## src/rtl/sram_block_fetch.sv

```systemverilog
// sram_block_fetch: streams BLOCK_DIM x BLOCK_DIM coefficient blocks from SRAM into a block buffer.
// Define SRAM_BLOCK_FETCH_PINGPONG_EN to double-buffer (fetch one block ahead into the other bank).
module sram_block_fetch #(
    parameter int BLOCK_DIM      = 8,
    parameter int ADDR_W         = 18,
    parameter int DATA_W         = 16,
    parameter int SRAM_LATENCY   = 2,
    parameter int IMG_STRIDE     = 320,
    parameter int BLOCKS_PER_ROW = 40,
    parameter int BLOCK_ROWS     = 30
) (
    input  logic                                  Clock,
    input  logic                                  Reset,
    input  logic                                  Enable,
    input  logic [ADDR_W-1:0]                     Base_address,
    output logic [ADDR_W-1:0]                     SRAM_address,
    input  logic [DATA_W-1:0]                     SRAM_read_data,
    output logic                                  SRAM_we_n,
    output logic [$clog2(BLOCK_DIM*BLOCK_DIM):0]  Buf_address,
    output logic [31:0]                           Buf_write_data,
    output logic                                  Buf_we,
    output logic                                  Block_ready,
    input  logic                                  Consumer_ack,
    output logic                                  Busy,
    output logic                                  Done
);
    localparam int N  = BLOCK_DIM * BLOCK_DIM;
    localparam int IW = $clog2(N);
    localparam int LB = $clog2(BLOCK_DIM);
    localparam int CW = $clog2(BLOCKS_PER_ROW);
    localparam int RW = $clog2(BLOCK_ROWS);
    localparam int L  = SRAM_LATENCY;
`ifdef SRAM_BLOCK_FETCH_PINGPONG_EN
    localparam bit PP = 1'b1;
`else
    localparam bit PP = 1'b0;
`endif

    typedef enum logic [2:0] {IDLE, ISSUE, DRAIN, WAIT_ACK, NEXT_BLOCK, DONE} state_t;

    state_t            state_q, state_d;
    logic [IW-1:0]     idx_q;
    logic [RW-1:0]     br_q;
    logic [CW-1:0]     bc_q;
    logic [ADDR_W-1:0] base_q, addr;
    logic              bank_q, pend_q, shown_q, rdy_q, rdy_d;
    logic [L-1:0]      vld_q;
    logic [IW:0]       badr_q [L];
    logic              ack_ok, fin, last_blk;

    // pend_q: a block has been announced but not yet acknowledged by the consumer
    assign ack_ok   = Consumer_ack && pend_q && !rdy_q;
    assign fin      = vld_q[L-1] && badr_q[L-1][IW-1:0] == IW'(N-1);
    assign last_blk = br_q == RW'(BLOCK_ROWS-1) && bc_q == CW'(BLOCKS_PER_ROW-1);
    assign addr     = base_q + ADDR_W'(br_q) * ADDR_W'(BLOCK_DIM*IMG_STRIDE)
                    + ADDR_W'(bc_q) * ADDR_W'(BLOCK_DIM)
                    + ADDR_W'(idx_q[IW-1:LB]) * ADDR_W'(IMG_STRIDE)
                    + ADDR_W'(idx_q[LB-1:0]);

    always_ff @(posedge Clock) begin
        if (Reset) begin
            state_q <= IDLE;
            idx_q   <= '0;
            br_q    <= '0;
            bc_q    <= '0;
            base_q  <= '0;
            bank_q  <= 1'b0;
            pend_q  <= 1'b0;
            shown_q <= 1'b0;
            rdy_q   <= 1'b0;
            vld_q   <= '0;
            for (int i = 0; i < L; i++) badr_q[i] <= '0;
        end else begin
            state_q <= state_d;
            rdy_q   <= rdy_d;
            shown_q <= state_d == WAIT_ACK && (shown_q || rdy_d);
            pend_q  <= rdy_d || (pend_q && !ack_ok);
            if (state_q == IDLE && Enable) begin
                base_q <= Base_address;
                idx_q  <= '0;
                br_q   <= '0;
                bc_q   <= '0;
                bank_q <= 1'b0;
            end
            if (state_q == ISSUE) idx_q <= idx_q + 1'b1;
            if (state_q == NEXT_BLOCK) begin
                bank_q <= bank_q ^ PP;
                if (bc_q == CW'(BLOCKS_PER_ROW-1)) begin
                    bc_q <= '0;
                    br_q <= br_q + 1'b1;
                end else begin
                    bc_q <= bc_q + 1'b1;
                end
            end
            vld_q[0]  <= state_q == ISSUE;
            badr_q[0] <= {bank_q, idx_q};
            for (int i = 1; i < L; i++) begin
                vld_q[i]  <= vld_q[i-1];
                badr_q[i] <= badr_q[i-1];
            end
        end
    end

    always_comb begin
        state_d = state_q;
        rdy_d   = 1'b0;
        case (state_q)
            IDLE:       if (Enable) state_d = ISSUE;
            ISSUE:      if (idx_q == IW'(N-1)) state_d = DRAIN;
            DRAIN:      if (fin) begin
                            state_d = WAIT_ACK;
                            rdy_d   = !pend_q || ack_ok;
                        end
            WAIT_ACK:   if (!shown_q) rdy_d = ack_ok;
                        else if (!PP || last_blk) begin
                            if (ack_ok) state_d = last_blk ? DONE : NEXT_BLOCK;
                        end else state_d = NEXT_BLOCK;
            NEXT_BLOCK: state_d = ISSUE;
            DONE:       state_d = IDLE;
            default:    state_d = IDLE;
        endcase
    end

    always_comb begin
        SRAM_address   = state_q == ISSUE ? addr : '0;
        SRAM_we_n      = 1'b1;
        Buf_we         = vld_q[L-1];
        Buf_address    = Buf_we ? badr_q[L-1] : '0;
        Buf_write_data = Buf_we ? {{(32-DATA_W){SRAM_read_data[DATA_W-1]}}, SRAM_read_data} : 32'd0;
        Block_ready    = rdy_q;
        Busy           = state_q != IDLE;
        Done           = state_q == DONE;
    end
endmodule

```

## config.mk

```make
export PLATFORM = sky130hd
export DESIGN_NAME = sram_block_fetch
export DESIGN_NICKNAME = d
export VERILOG_FILES = /design/src/rtl/sram_block_fetch.sv
export SDC_FILE = /design/constraint.sdc
export NUM_CORES = 1
export LEC_CHECK = 0
export ABC_CLOCK_PERIOD_IN_PS = 5050
export CAP_MARGIN = 10
export CORE_MARGIN = 4
export CORE_UTILIZATION = 45
export DETAILED_ROUTE_END_ITERATION = 10
export PLACE_DENSITY = 0.75
export SYNTH_ARGS = -nofsm -noshare
export SYNTH_HDL_FRONTEND = slang
export SYNTH_SLANG_ARGS = --single-unit
```

## constraint.sdc

```tcl
create_clock -name Clock -period 5.05 [get_ports Clock]
set_input_delay 1.2625 -clock Clock [delete_from_list [all_inputs] [get_ports Clock]]
set_output_delay 1.2625 -clock Clock [all_outputs]
set_load 0.02 [all_outputs]
```

# Yosys cells after proc, flatten, opt, wreduce, memory -nomap -nowiden
# Memories as Yosys holds them, arrays and structs flattened.
# Cells that the tools add are included.
[totals]
ff_bits = 43
latch_bits = 0
ram_bits = 14
romBits = 0
inputBits = 38
out_inout_bits = 62
wordCells = 73
memories = 1
[classes]
n_addsub = 7
multipliers = 2
div_mod_pow = 0
n_lt_le_gt_ge = 0
eq_ne = 10
shift = 0
mux = 25
bitwise = 2
n_reduce_logical = 17
[mem_list]
columns = ["name", "words", "width", "read_ports", "rd_clocked_by_memory_dff", "wr", "line", "text"]
rows = [
  ["badr_q", 2, 7, 2, 0, 2, "48", "logic [IW:0] badr_q [L];"],
]
[op_table]
columns = ["op", "count"]
rows = [
  ["$mux W32", 1],
  ["$mux W6", 4],
  ["$mux W7", 3],
  ["$add A18 B12 Y18", 1],
  ["$add A18 B17 Y18", 1],
  ["$add A18 B3 Y18", 1],
  ["$add A18 B9 Y18", 1],
  ["$eq A6 B6 Y1 const B", 3],
  ["$mux W18", 1],
  ["$mux W3", 5],
  ["$mux W5", 3],
  ["$pmux W3 S5", 1],
  ["$add A6 B1 Y6 const B", 2],
  ["$eq A3 B2 Y1 const B", 3],
  ["$mul A5 B3 Y8 const B", 1],
  ["$logic_and A1 B1 Y1", 7],
  ["$eq A3 B3 Y1 const B", 2],
  ["$mul A3 B3 Y6 const B", 1],
  ["$mux W1", 6],
  ["$add A5 B1 Y5 const B", 1],
  ["$eq A5 B5 Y1 const B", 1],
  ["$reduce_bool A2 Y1", 2],
  ["$eq A3 B1 Y1 const B", 1],
  ["$logic_not A1 Y1", 3],
  ["5 further kinds", 8],
]

# Longest topological paths before layout
# Gate-level depths: netlist of run 1.
[logic_depth]
ltp_word = 8
ltp_mapped = 13
mapped_depth_nobuf = 12

# Worst setup path after synthesis of run 1
# OpenSTA, ideal clock, no wires.
[synth_timing]
path_type = "reg2out"
start = "reg br_q[1]"
end = "out SRAM_address[17]"
arrival_ns = 3.169
required_ns = 3.788
path_slack_ns = 0.619
stages_incl_launch_ff = 12
n_path_buf = 0
path_cell_list = "dfxtp_1 > ha_1 > ha_1 > fa_1 > xor2_1 > ha_1 > ha_1 > a21oi_1 > o21bai_1 > a221o_1 > o21a_1 > nor3_2"
[synth_between]
elab_chain_cells = 6
[synth_rtl]
columns = ["item", "line", "text"]
rows = [
  ["from (decl)", "43", "logic [RW-1:0] br_q;"],
  ["from (signal assigned)", "90", "br_q <= br_q + 1'b1;"],
  ["$mul A5 B3 Y8", "55", "assign addr = base_q + ADDR_W'(br_q) * ADDR_W'(BLOCK_DIM*IMG_STRIDE)"],
  ["$add A18 B17 Y18", "55", ""],
  ["$add A18 B9 Y18", "56", "+ ADDR_W'(bc_q) * ADDR_W'(BLOCK_DIM)"],
  ["$add A18 B12 Y18", "57", "+ ADDR_W'(idx_q[IW-1:LB]) * ADDR_W'(IMG_STRIDE)"],
  ["$add A18 B3 Y18", "58", "+ ADDR_W'(idx_q[LB-1:0]);"],
  ["$mux W18", "125", "SRAM_address = state_q == ISSUE ? addr : '0;"],
  ["to (decl)", "16", "output logic [ADDR_W-1:0] SRAM_address,"],
]
# Every way passes these cells.

# Worst setup path after layout of run 1
# Same ends and word-level chain as after synthesis.

==> results.md, run 1 <==
* Dominant register cell in the synthesized netlist: sky130_fd_sc_hd__dfxtp_1
* Net count reported at finish at 629
* Area delta synth->final at 27.54%
* Global-route usage over all layers at 17.84%
* Layout cell share with drive strength beyond 1 at 6.066%
* Beginning of the worst hold path: badr_q[0][1]$_SDFF_PP0_
* Finished Core Util at 59.41%
* Final Slew Violations at 0
* # rows at 33
* Drt wl/cell at 14.05 µm
* Pwr dens at 183.6 nW/µm²
* TritonCTS clock tree: built
* Clock latency reported for the late side of the worst-skew pair at 0.31 ns
* Via count of the first global-routing pass at 3236
* Synth Area per Inst at 8.191 µm²
* Root buffer selected by CTS: sky130_fd_sc_hd__clkbuf_8
* Number of synthesized flops with an enable pin at 0
* Sequential share of the synthesized area at 28.48%
* Post-Route Skew at 0.008637 ns
* Biggest area contributors in the synthesized netlist: sky130_fd_sc_hd__dfxtp_1 28%, sky130_fd_sc_hd__ha_1 13%, sky130_fd_sc_hd__a21oi_1 6.0%
* Initial core utilization at 46.59%
* Sequence of cells on the critical path: ha_1 > ha_1 > fa_1 > xor2_1 > ha_1 > ha_1 > a21oi_2 > o21bai_1 > a221o_1 > o21a_1 > nor3_2 > clkbuf_2
* Number of buffers created by CTS at 5
* Number of buffers added for setup after CTS at 0
* Data arrival at the endpoint of the critical path at 3.59 ns
* Full die area at 10140 µm²
* Total number of H-tree levels at 2
* Sum of negative setup slack at 0 ns
* Cells after synthesis at 472
* Crit path launch type: register
* Place WS at 0.05964 ns
* Input/output buffers at 97
* Sum of internal, switching and leakage power at 0.9056 mW
* Endpoint of the most critical register-to-register path: idx_q[2]$_SDFFE_PP0P_
* Share of synthesized flip-flops with an asynchronous set or reset at 0%
* Period minus WS final at 4.849 ns
* Warning count from the yosys run at 0
* Share of the clock period used by the worst path after layout at 96.02%
* Critical path's top delay family: adder cells
* Iteration-0 DRC count of the detailed router at 150
* Total buffers and inverters traversed by the critical path at 1
* Cell occurring most often along the worst timing path: sky130_fd_sc_hd__ha_1
* Via count normalized by instance count at 5.354
* Remaining antenna violation count after routing at 0
* Instance count along the most critical hold path at 1
* Startpoint of the most critical register-to-register path: state_q[0]$_SDFF_PP0_
* Post-Route WL at 9116 µm
* Kind of end point of the critical path: output pin
* Static leakage at 2.153 nW
* Required time of the critical path at 3.79 ns
* Slew at the pin closest to its max-slew limit at 0.9153 ns
* Total setup violations reported at the end of the flow at 0
* Worst hold path class: reg2reg
* Unrepaired setup endpoints after global routing: no
* Half-perimeter wire length after detailed placement at 6976 µm
* Cell depth of the worst flop-to-flop path at 5
* Pin count of the biggest net entering global routing at 55
* Boundary Pins at 100
* Total standard cell area after synthesis at 3866 µm²
* Post-layout worst setup margin at 0.2011 ns
* Via count at 3475
* Number of nets in the synthesized netlist at 558
* Count of max-cap constraint violations at 0
* DIE WIDTH at 100.7 µm
* Number of library cell types mapped by synthesis at 62
* Number of clock sinks at 55
* Inserted Diodes at 0
* IR drop worst, VDD at 136.9 µV
* Number of failing hold endpoints at the final stage at 0
* Routability-driven placement congestion ratio at 0.8806
* Run status: finished clean
* Total congestion overflow after global routing at 0
* Core outline area at 8299 µm²
* Count leader, synth: sky130_fd_sc_hd__nand2_1
* Top cell type by total area after synthesis: sky130_fd_sc_hd__dfxtp_1
* Endpoint, Worst Hold: badr_q[0][8]$_SDFF_PP0_
* Yosys reg bits at 55
* Wire length of the first global-routing pass at 14930 µm
* Worst hold margin at 0.4439 ns
* Die Ht at 100.7 µm
* Most used standard cells in the synthesized netlist: 60 x sky130_fd_sc_hd__nand2_1, 55 x sky130_fd_sc_hd__dfxtp_1, 46 x sky130_fd_sc_hd__a21oi_1
* Register-to-register setup slack at 2.90 ns
* Critical path class: reg2out
* Drt first pass iters at 7
* Maximum net fanout on the critical path at 6
* Standard cell with the maximum stage delay on the critical path: sky130_fd_sc_hd__fa_1
* Area fraction of the dominant cell type after synthesis at 28.48%
* Post-CTS clock slew at the launch and capture registers of the worst setup and hold paths at 0.10 ns
* Slew headroom at 38.98%
* Largest incremental delay on the critical path at 0.40 ns
* Number of antenna violations at the first check in global routing at 0
* Max Buffers Root-to-Sink at 2
* Maximum clock frequency at 0.2062 GHz
* DRC violations left at 0
-- layer usage --
layer	wire (µm)	GRT usage (%)	vias up
li1	-	-	1745
met1	3756	22.14	1593
met2	4505	31.59	126
met3	729	3.253	11
met4	125	4.767	0
met5	0	0	-
-- worst reg2reg max path, stage by stage, from the launching register on --
cell	delay [ns]
sky130_fd_sc_hd__dfxtp_1	0.43
sky130_fd_sc_hd__or4b_1	0.97
sky130_fd_sc_hd__nand2_1	0.31
sky130_fd_sc_hd__o21ai_0	0.12
sky130_fd_sc_hd__a21oi_1	0.15
sky130_fd_sc_hd__nor2_1	0.05
-- state kept, by name, summed over array words and instances (netlist names) --
signal       cells
idx_q            6
vld_q            2
shown_q          1
state_q          3
badr_q          12
Block_ready      1
base_q          18
pend_q           1
br_q             5
bc_q             6
-- repair_timing --
item	in CTS	in global routing
resized for setup	6	12
hold buffers	0	0
setup endpoints to repair	3	5
-- per-stage QoR --
| step | instance area, µm² | instances |
|---|---|---|
| finish | 4931 | 649 |
| global route | 4931 | 649 |
| CTS | 4887 | 649 |
| detailed placement | 4771 | 641 |
| global placement | 4771 | 641 |
| floorplan | 3866 | 472 |
-- logic make-up (layout without fill, tap and decap cells) --
family          count (synthesis)  count (layout)  synth area share [%]
mux                             7               7                 1.909
simple gates                  187             187                 24.76
flops                          55              55                 28.48
buf+inv                        62             134                 8.706
fa+ha+maj                      48              48                 17.09
other cells                     2               2                0.1942
xor+xnor                       11              11                 2.492
compound gates                100             100                 16.38
-- worst max-delay path by stage --
stage,depth (start not counted),endpoint,start,slack (ns)
floorplan,11,SRAM_address[17],br_q[1]$_SDFF_PP0_,0.62
global placement,13,SRAM_address[17],br_q[2]$_SDFF_PP0_,0.18
detailed placement,12,SRAM_address[17],br_q[2]$_SDFF_PP0_,0.06
CTS,11,SRAM_address[15],br_q[1]$_SDFF_PP0_,0.001
global route,13,SRAM_address[17],br_q[2]$_SDFF_PP0_,0.03
finish,12,SRAM_address[17],br_q[1]$_SDFF_PP0_,0.20
-- where the power goes --
group / internal, mW / switching (mW)
Clock: 0.150 / 0.148
Sequential: 0.445 / 0.0109
Combinational: 0.0716 / 0.0796
Total: 0.667 / 0.238
-- layout by cell type, fill, tap and decap left out, drive strengths merged, types with 17 or more instances in the layout --
master         Yosys  final
a21oi             46     46
and2              24     24
clkdlybuf4s50      0     92
dfxtp             55     55
ha                40     40
inv               21     22
nand2             60     60
nor2              34     34
nor2b             17     17
-- area by class of cell --
class,instances,area [µm²]
Inverter,21,78.83
Multi-Input combinational cell,355,2475
Clock buffer,6,72.57
Timing Repair Buffer,105,1032
Tap cell,105,131.4
Clock inverter,2,38.79
Fill cell,772,3368
Sequential cell,55,1102
Note: power is estimated with default switching activity, not from simulation.
==> inputs of run 2 (changes only) <==
HOLD_SLACK_MARGIN = 0.12   (was default)
==> results of run 2 <==
Final layout, timing and power as in run 1 (identical DEF).
==> inputs of run 3 (changes only) <==
CORE_ASPECT_RATIO = 1.25   (was default)
CTS_CLUSTER_DIAMETER = 50   (was default)
==> run 3 against run 2 <==
Effect of this change: critical path depth shrank 2; worst setup slack worse by 0.0030 ns; cell count is 1.4% lower; non-clock buffer count decreased by 1; clock power rose by 1%; total power up 0.64%; sequential share of layout area is 0.27 points higher; highest routed layer unchanged.
==> results.md, run 3 (synthesis results as in run 1) <==
* Static leakage at 2.128 nW
* Max reg flops at 18
* Via count of the first global-routing pass at 3229
* Drt first pass iters at 5
* TritonCTS clock tree: built
* Data arrival at the endpoint of the critical path at 3.59 ns
* Via count at 3419
* Die Ht at 111.6 µm
* Total number of H-tree levels at 2
* Max Buffers Root-to-Sink at 2
* Layout cell share with drive strength beyond 1 at 5.341%
* Global-route usage over all layers at 18.36%
* Net count reported at finish at 628
* Largest incremental delay on the critical path at 0.64 ns
* Run status: finished clean
* Post-placement cell count at 632
* Sum of internal, switching and leakage power at 0.9113 mW
* Number of failing hold endpoints at the final stage at 0
* Cell depth of the worst flop-to-flop path at 5
* Register-to-register setup slack at 2.90 ns
* Standard cell with the maximum stage delay on the critical path: sky130_fd_sc_hd__clkdlybuf4s50_1
* Slew at the pin closest to its max-slew limit at 1.042 ns
* Pin count of the biggest net entering global routing at 30
* Routability-driven placement congestion ratio at 0.9326
* Finished Core Util at 58.87%
* Final Slew Violations at 0
* Via count normalized by instance count at 5.342
* Number of antenna violations at the first check in global routing at 0
* Regs by FF count: base_q x18, badr_q x12
* Post-cts hold buffer count at 0
* Sum of negative setup slack at 0 ns
* Leading cell types in the layout, fill and taps excluded: 92 x sky130_fd_sc_hd__clkdlybuf4s50_1, 60 x sky130_fd_sc_hd__nand2_1, 53 x sky130_fd_sc_hd__dfxtp_1
* Drt wl/cell at 14.59 µm
* Worst hold path class: reg2reg
* Slew headroom at 30.31%
* Post-CTS clock slew at the launch and capture registers of the worst setup and hold paths at 0.10 ns
* Number of buffers created by CTS at 5
* Startpoint of the most critical register-to-register path: state_q[0]$_SDFF_PP0_
* Worst setup path startpoint: idx_q[3]$_SDFFE_PP0P_
* DIE WIDTH at 90.91 µm
* Post-Route WL at 9339 µm
* Most common library cell in the layout ignoring fill and taps: sky130_fd_sc_hd__clkdlybuf4s50_1
* Sequence of cells on the critical path: inv_1 > fa_1 > inv_1 > ha_1 > a21oi_1 > nor2b_1 > a211oi_1 > o21a_1 > nor3_1 > clkdlybuf4s50_1
* Kind of end point of the critical path: output pin
* Root buffer selected by CTS: sky130_fd_sc_hd__clkbuf_8
* Maximum clock frequency at 0.2061 GHz
* Number of clock sinks at 55
* Finished Layout Cells at 640
* Iteration-0 DRC count of the detailed router at 160
* Total buffers and inverters traversed by the critical path at 3
* Total congestion overflow after global routing at 0
* DRC violations left at 0
* Post-Route Skew at 0.01355 ns
* Initial core utilization at 46.66%
* Unrepaired setup endpoints after global routing: no
* Post_cts resized at 6
* Boundary Pins at 100
* Cell count along the critical path at 10
* Total setup violations reported at the end of the flow at 0
* Maximum net fanout on the critical path at 5
* Endpoint of the most critical register-to-register path: idx_q[2]$_SDFFE_PP0P_
* Remaining antenna violation count after routing at 0
* Full die area at 10150 µm²
* IR drop worst, VDD at 115.8 µV
* # rows at 37
* Number of buffers added for setup after CTS at 0
* Clock latency reported for the late side of the worst-skew pair at 0.32 ns
* Crit path launch type: register
* Period minus WS final at 4.852 ns
* Critical path's top delay family: adder cells
* Area delta synth->final at 26.18%
* Half-perimeter wire length after detailed placement at 7331 µm
* Cell occurring most often along the worst timing path: sky130_fd_sc_hd__inv_1
* Wire length of the first global-routing pass at 15390 µm
* Filler cell count at 748
* Critical path class: reg2out
* Inserted Diodes at 0
* Largest register by flop count: base_q
* Core outline area at 8287 µm²
* Required time of the critical path at 3.79 ns
* Capture point of the critical path: SRAM_address[11]
* Pwr dens at 186.8 nW/µm²
* Count of max-cap constraint violations at 0
* Input/output buffers at 97
* Share of the clock period used by the worst path after layout at 96.08%
-- run 3: how the worst min path moves through the flow --
stage,from,endpoint,slack (ns),cells past startpoint
after floorplan,badr_q[0][3]$_SDFF_PP0_,badr_q[0][10]$_SDFF_PP0_,0.41,1
after global placement,vld_q[0]$_SDFF_PP0_,vld_q[1]$_SDFF_PP0_,0.42,1
after detailed placement,vld_q[0]$_SDFF_PP0_,vld_q[1]$_SDFF_PP0_,0.43,1
after CTS,vld_q[0]$_SDFF_PP0_,vld_q[1]$_SDFF_PP0_,0.45,1
after global routing,badr_q[0][1]$_SDFF_PP0_,badr_q[0][8]$_SDFF_PP0_,0.47,1
final,badr_q[0][1]$_SDFF_PP0_,badr_q[0][8]$_SDFF_PP0_,0.45,1
-- run 3: final cells by class --
cell class	instances	area (µm²)	share of cell area (%)
Clock buffer	5	68.82	1.411
Clock inverter	3	46.29	0.9490
Inverter	21	78.83	1.616
Multi-Input combinational cell	355	2439	49.99
Sequential cell	55	1104	22.62
Tap cell	97	121.4	2.488
Timing Repair Buffer	104	1021	20.93
-- run 3: per-stage QoR --
stage / worst slack (ns) / instance area, µm² / hold slack [ns]
after floorplan: 0.6186 / 3866 / 0.4138
after global placement: 0.1912 / 4753 / 0.4176
after detailed placement: 0.1090 / 4753 / 0.4260
after CTS: 0.03126 / 4871 / 0.4512
after global routing: 0.003322 / 4878 / 0.4708
final: 0.1981 / 4878 / 0.4458
-- run 3: layer usage --
metal  global-route usage, %  vias to the layer above  routed length (µm)
li1                        -                     1736                   -
met1                   21.46                     1557                3971
met2                   33.60                      114                4590
met3                   4.054                       12                 619
met4                   5.030                        0                 157
met5                       0                        -                   0
-- run 3: power breakdown --
part	internal (mW)	switching (mW)	total, mW
logic	0.0722	0.0810	0.153
clock network	0.150	0.153	0.302
registers	0.445	0.0104	0.456
